`src/rtl/pc_control.sv`:
```
// rtl/pc_control.sv - fetch-stage PC register with branch/jump redirect and memory-wait handling
module pc_control #(
  parameter logic [31:0] PC_RESET           = 32'h0000_0000,
  parameter int          REDIRECT_CNT_WIDTH = 16,
  localparam int         ISA_WIDTH          = 32
) (
  input  logic                          clk,
  input  logic                          rst,
  input  logic                          pc_offset,
  input  logic [ISA_WIDTH-1:0]          pc_offset_value,
  input  logic                          pc_overload,
  input  logic [ISA_WIDTH-1:0]          pc_overload_value,
  input  logic [ISA_WIDTH-1:0]          id_pc,
  input  logic                          stall,
  input  logic                          imem_ready,
  output logic [ISA_WIDTH-1:0]          pc,
  output logic                          if_flush,
  output logic                          if_no_op,
  output logic [REDIRECT_CNT_WIDTH-1:0] redirect_count
);

  typedef enum logic [1:0] {
    BOOT    = 2'd0,
    RUN     = 2'd1,
    PENDING = 2'd2
  } state_t;

  localparam logic [REDIRECT_CNT_WIDTH-1:0] CNT_ONE = {{(REDIRECT_CNT_WIDTH-1){1'b0}}, 1'b1};
  localparam logic [ISA_WIDTH-1:0]          WORD    = 32'd4;

  state_t               state;
  state_t               state_next;
  logic [ISA_WIDTH-1:0] pending_target;
  logic [ISA_WIDTH-1:0] pending_next;
  logic [ISA_WIDTH-1:0] pc_next;
  logic [ISA_WIDTH-1:0] seq_pc;
  logic [ISA_WIDTH-1:0] offset_target;
  logic [ISA_WIDTH-1:0] target;
  logic                 req;
  logic                 cnt_inc;

  // Overload wins over offset; jump targets are forced to a word boundary.
  always_comb begin
    req           = pc_offset | pc_overload;
    seq_pc        = pc + WORD;
    offset_target = id_pc + WORD + (pc_offset_value << 2);
    target        = pc_overload ? (pc_overload_value & ~32'h3) : offset_target;
  end

  always_comb begin
    state_next   = state;
    pc_next      = pc;
    pending_next = pending_target;
    cnt_inc      = 1'b0;
    if_flush     = 1'b0;
    case (state)
      BOOT: begin
        state_next = RUN;
      end
      RUN: begin
        if (stall) begin
          pc_next = pc;
        end else if (req && imem_ready) begin
          pc_next  = target;
          if_flush = 1'b1;
          cnt_inc  = 1'b1;
        end else if (req) begin
          // The outstanding read for pc must finish before pc can move.
          pending_next = target;
          if_flush     = 1'b1;
          state_next   = PENDING;
        end else if (imem_ready) begin
          pc_next = seq_pc;
        end
      end
      PENDING: begin
        if (imem_ready) begin
          pc_next    = pending_target;
          cnt_inc    = 1'b1;
          state_next = RUN;
        end
      end
      default: begin
        state_next = BOOT;
      end
    endcase
    if (rst) begin
      if_flush = 1'b0;
    end
  end

  assign if_no_op = rst | (state != RUN) | if_flush | ~imem_ready;

  always_ff @(posedge clk) begin
    if (rst) begin
      state          <= BOOT;
      pc             <= PC_RESET;
      pending_target <= PC_RESET;
      redirect_count <= '0;
    end else begin
      state          <= state_next;
      pc             <= pc_next;
      pending_target <= pending_next;
      if (cnt_inc) begin
        redirect_count <= redirect_count + CNT_ONE;
      end
    end
  end

endmodule

```
`config.mk`:
```
export PLATFORM = sky130hd
export DESIGN_NAME = pc_control
export DESIGN_NICKNAME = d
export VERILOG_FILES = /design/src/rtl/pc_control.sv
export SDC_FILE = /design/constraint.sdc
export NUM_CORES = 1
export LEC_CHECK = 0
export CORE_ASPECT_RATIO = 2
export CORE_MARGIN = 1
export CORE_UTILIZATION = 35
export DETAILED_ROUTE_END_ITERATION = 8
export SYNTH_ARGS = -nofsm -noshare
export SYNTH_HDL_FRONTEND = slang
export SYNTH_SLANG_ARGS = --single-unit
```
`constraint.sdc`:
```
create_clock -name clk -period 3.5 [get_ports clk]
set_clock_uncertainty 0.1 [all_clocks]
set_input_delay 0.525 -clock clk [delete_from_list [all_inputs] [get_ports clk]]
set_output_delay 0.525 -clock clk [all_outputs]
set_load 0.03 [all_outputs]
```
; ---- Word-level counts from Yosys, hierarchy flattened
; Cells that the tools add are included.
[word_totals]
output_inout_bits = 50
regBits = 82
inputBits = 102
[classes]
eq_ne = 9
mux = 21
addsub = 4
bitwise_logic = 7
n_reduce_logical = 6
[ops]
columns = cell, n
row1 = two-way mux 32 bit, 6
row2 = "adder 32 x 3 -> 32 bit, second input constant", 2
row3 = case mux 32 bit (2 select lines), 1
row4 = adder 32 bit, 1
row5 = "adder 16 x 1 -> 16 bit, second input constant", 1
row6 = two-way mux 1 bit, 8
row7 = two-way mux 2 bit, 4
row8 = "inequality test 2 bit, second input constant", 4
row9 = AND reduction 4 bit, 2
row10 = "inequality test 3 bit, second input constant", 2
row11 = case mux 2 bit (3 select lines), 1
row12 = AND reduction 5 bit, 1
row13 = OR 1 bit, 4
row14 = NOT 1 bit, 3
row15 = "equality test 2 x 1 -> 1 bit, second input constant", 1
row16 = "equality test 2 bit, second input constant", 1
row17 = logical NOT 2 bit, 1
row18 = "inequality test 2 x 1 -> 1 bit, second input constant", 1
row19 = case mux 1 bit (2 select lines), 1
row20 = nonzero test 2 bit, 1
row21 = logical AND 1 bit, 1

; ---- Logic depth before layout (Yosys ltp)
[depth]
word_depth = 8
mapped_depth = 13
depth_no_buf = 13

; ---- Worst setup path after synthesis
; Ideal clock, no wire load.
[synth_path]
kind = input to register
start = input port pc_offset_value[1]
end = register pending_target[31]
setup_slack_ns = 0.159
cell_stages = 11
path_buffers = 0
t_required_ns = 3.309
t_arrival_ns = 3.150
cell_sequence = ha_1 ha_1 fa_1 a211oi_1 nor2_1 a2111oi_4 nor3_1 and3b_1 mux2i_1 nand2b_1 a311oi_1
[synth_via]
elab_chain_len = 2
[synth_rtl]
columns = item, line
row1 = "start, declared", 10  ; input logic [ISA_WIDTH-1:0] pc_offset_value,
row2 = adder 32 bit, 46  ; offset_target = id_pc + WORD + (pc_offset_value << 2);
row3 = two-way mux 32 bit, 47  ; target = pc_overload ? (pc_overload_value & ~32'h3) : offset_target;
row4 = "end signal, assigned", 103  ; pending_target <= pending_next;
row5 = "end, declared", 33  ; logic [ISA_WIDTH-1:0] pending_target;
; No other way between the ends.
; A chain may end at the register's enable or synchronous reset.

; ---- Worst setup path after layout
; Ends and elaborated chain as after synthesis.

==> results.py <==
metrics = {
    "detailed_routing": {
        "avgViaCountPerCell": 5.508,
        "wirelength_um": 20210,
        "drtIter0Drc": 371,
        "routedWlPerCell_um": 16.34,
        "ant_nets": 0,
        "vias": 6814,
        "dr.pass1.iters": 9,
        "drcViolationCount": 7,
    },
    "timing": {
        "hold_violations": 0,
        "rsz0062_at_grt": "false",
        "slew_headroom_pct": 50.19,
        "worstMarginPinSlew_ns": 0.7471,
        "drv_slew": 0,
        "tns_ns": 0,
        "period_minus_slack_ns": 3.352,
        "period_share_pct": 95.77,
        "finalSetupViolations": 0,
        "clock.fmax_mhz": 298.3,
    },
    "logic_synthesis": {
        "syn_area_per_cell_um2": 7.657,
        "synthSimpleGateAreaFrac_pct": 21.81,
        "synthTopCellsByArea": "dfxtp_1 (25%), ha_1 (12%), nor2_1 (6.4%)",
        "synthAdderAreaFrac_pct": 12.30,
        "yosys.area.top_type_share_pct": 25.37,
        "yosys.area_share.xor_xnor_pct": 7.310,
        "yosys_warnings": 0,
        "synth_largest_area_cell": "dfxtp_1",
        "synth_top_family_by_area": "compound AO/OA/AOI/OAI gates",
        "yosys_register_bits": 82,
        "synthTopCellsByCount": "nor2_1 (110), dfxtp_1 (82), nand2_1 (76)",
        "synth_compound_area_share_pct": 27.07,
        "synthesis.nets": 1010,
        "syn-instance-count": 845,
        "synth.cell_area_mm2": 0.006470,
        "synth_most_common_cell": "nor2_1",
        "synthArstFlopShare_pct": 0,
        "synth_ff_type": "dfxtp_1",
        "synth_edf_count": 0,
        "yosys-mux-area-fraction_pct": 1.857,
        "netlist-cell-type-count": 68,
        "yosysSeqAreaShare_pct": 25.37,
    },
    "floorplan": {
        "dieArea_mm2": 0.01907,
        "initial_core_util_pct": 35.52,
        "placementRows": 70,
        "io_pins": 152,
        "die_y_um": 194.3,
        "fp.dieW_um": 98.14,
        "coreArea_mm2": 0.01822,
    },
    "global_route": {
        "gr-total-overflow": 0,
        "grt_pass1_vias": 6704,
        "grt_pass1_wl_um": 33130,
        "grt_use_total_pct": 21.66,
        "antenna_found_initial": 1,
        "grt_max_degree": 67,
    },
    "cts": {
        "clk_pin_slew_ns": 0.06,
        "cts_made_buffers": 9,
        "clk_path_buf_depth": 2,
        "htreeDepth": 3,
        "clk_latency_ns": 0.34,
        "root_buffer": "clkbuf_16",
        "cts.sinks": 82,
        "cts_tree": "yes",
    },
    "setup_path": {
        "start_kind": "primary input",
        "critPathKind": "primary input to register",
        "path_max_fanout": 2,
        "cp.arrival_ns": 3.50,
        "crit_path_end_kind": "register",
        "required_ns": 3.65,
    },
    "outcome": {
        "status": "finished with violations",
        "violations": "DRC",
    },
    "layout": {
        "layout-drive-gt1-share_pct": 10.88,
        "layoutNonFillerInstCount": 1237,
        "area_growth_pct": 36.61,
        "final_nets": 1181,
        "nFillCells": 1843,
    },
    "placement": {
        "placedCellCount": 1220,
        "port_buffers": 147,
        "post-dp-hpwl_um": 15440,
        "gp_congestion": 0.8704,
    },
    "pwr": {
        "leakagePower_nw": 3.474,
        "ir_drop_mv": 0.2552,
        "power_density_mw_per_mm2": 389.9,
    },
    "min_path": {
        "hold_class": "register to register",
    },
    "run": {
        "maxCapViolations": 0,
    },
}
[registers in the layout (all words and copies together), names as in the netlist]
name and flops:
pending_target 32, state 2, redirect_count 16, pc 32
[worst paths after layout]
path | from | endpoint | slack (ns) | cells past startpoint
max | pc_offset_value[1] | pending_target[31] | 0.15 | 14
min reg2reg | pending_target[16] | pending_target[16] | 0.36 | 2
min | pending_target[16] | pending_target[16] | 0.36 | 2
max reg2reg | pc[2] | pc[26] | 0.68 | 9
[routing by layer]
metal,vias up,share of wire [%],GRT usage (%)
li1,3416,-,-
met1,3156,38,23.46
met2,201,55,41.34
met3,41,3.8,1.983
met4,0,3.5,10.17
met5,-,0,0
[cell usage in the layout, fill, tap and decap left out, types with 3 or more instances in the layout]
cell             Yosys  final
clkdlybuf4s50_1      0    145
nor2_1             110    108
dfxtp_1             82     82
nand2_1             76     76
a21oi_1             62     62
buf_4                0     62
o21ai_0             64     61
ha_1                62     61
nand3_1             30     30
xnor2_1             30     30
nor3_1              27     26
a211oi_1            29     25
inv_1               23     23
xor2_1              24     23
a221oi_1            17     17
nand4_1             13     13
a21o_1              13     13
mux2i_1             12     11
a31oi_1             10     10
clkbuf_16            0      9
and3_1               8      8
nand2b_1             8      8
or3_1                7      7
a211oi_2             3      7
o211ai_1             6      6
nor2b_1              5      5
a22oi_1              5      5
o21a_1               5      5
o21ai_1              1      4
o21bai_1             4      4
o211a_1              4      4
and2_1               4      4
nor2_2               1      3
o22ai_1              3      3
o221ai_1             3      3
o31ai_1              3      3
[cell type report]
class / count / area, um^2 / area share [%]
repair buffers: 210 / 1947 / 22.03
diodes: 1 / 2.502 / 0.02831
well taps: 216 / 270.3 / 3.058
multi-input cells: 690 / 4604 / 52.10
clock buffers: 12 / 246.5 / 2.789
inverters: 23 / 86.33 / 0.9768
clock inverters: 3 / 40.04 / 0.4530
flip-flops and latches: 82 / 1642 / 18.57
[cells by family (layout without fill, tap and decap cells)]
kind of cell	after synthesis	after routing
and+or+nand+nor	304	304
xor gates and xnor gates	54	54
buffers and inverters	73	248
adders and majority gates	63	63
muxes	12	12
other	0	1
DFF	82	82
AOI/OAI and AO/OA	257	257
[critical path, cell delays in order]
cell and delay [ns]:
clkdlybuf4s50_1 0.40, ha_1 0.30, ha_2 0.20, fa_2 0.35
a211oi_2 0.21, buf_4 0.15, nor2_2 0.05, a2111oi_4 0.27
buf_4 0.18, nor3_2 0.05, and3b_1 0.25, mux2i_1 0.22
nand2b_1 0.09, a311oi_2 0.26
[timing repair]
action,CTS,global route
hold buffers,0,0
resized for setup,1,13
endpoints found under the setup margin,4,25
buffers inserted,1,0
pin swaps,1,2
[report_power, final]
part | switching [W] | total, W | internal (W)
sequential | 0.0000963 | 0.00111 | 0.00101
combinational | 0.000757 | 0.00140 | 0.000647
clock | 0.000366 | 0.000932 | 0.000566
total | 0.00122 | 0.00345 | 0.00223
[stage by stage]
| step | hold WS (ns) | setup WS [ns] | area (um^2) | total power, W | util [%] |
|---|---|---|---|---|---|
| floorplan | 0.3360 | 0.1588 | 6470 | 0.001943 | - |
| global placement | 0.3423 | -0.3780 | 8492 | 0.002509 | 46.61 |
| detailed placement | 0.3469 | -0.4256 | 8492 | 0.002513 | 46.61 |
| CTS | 0.3583 | 0.02550 | 8791 | 0.003457 | 48.26 |
| global route | 0.3808 | 0.006641 | 8838 | 0.003653 | 48.52 |
| finish | 0.3565 | 0.1481 | 8838 | 0.003446 | 48.52 |
No activity file was read; power rests on OpenSTA's default activity.
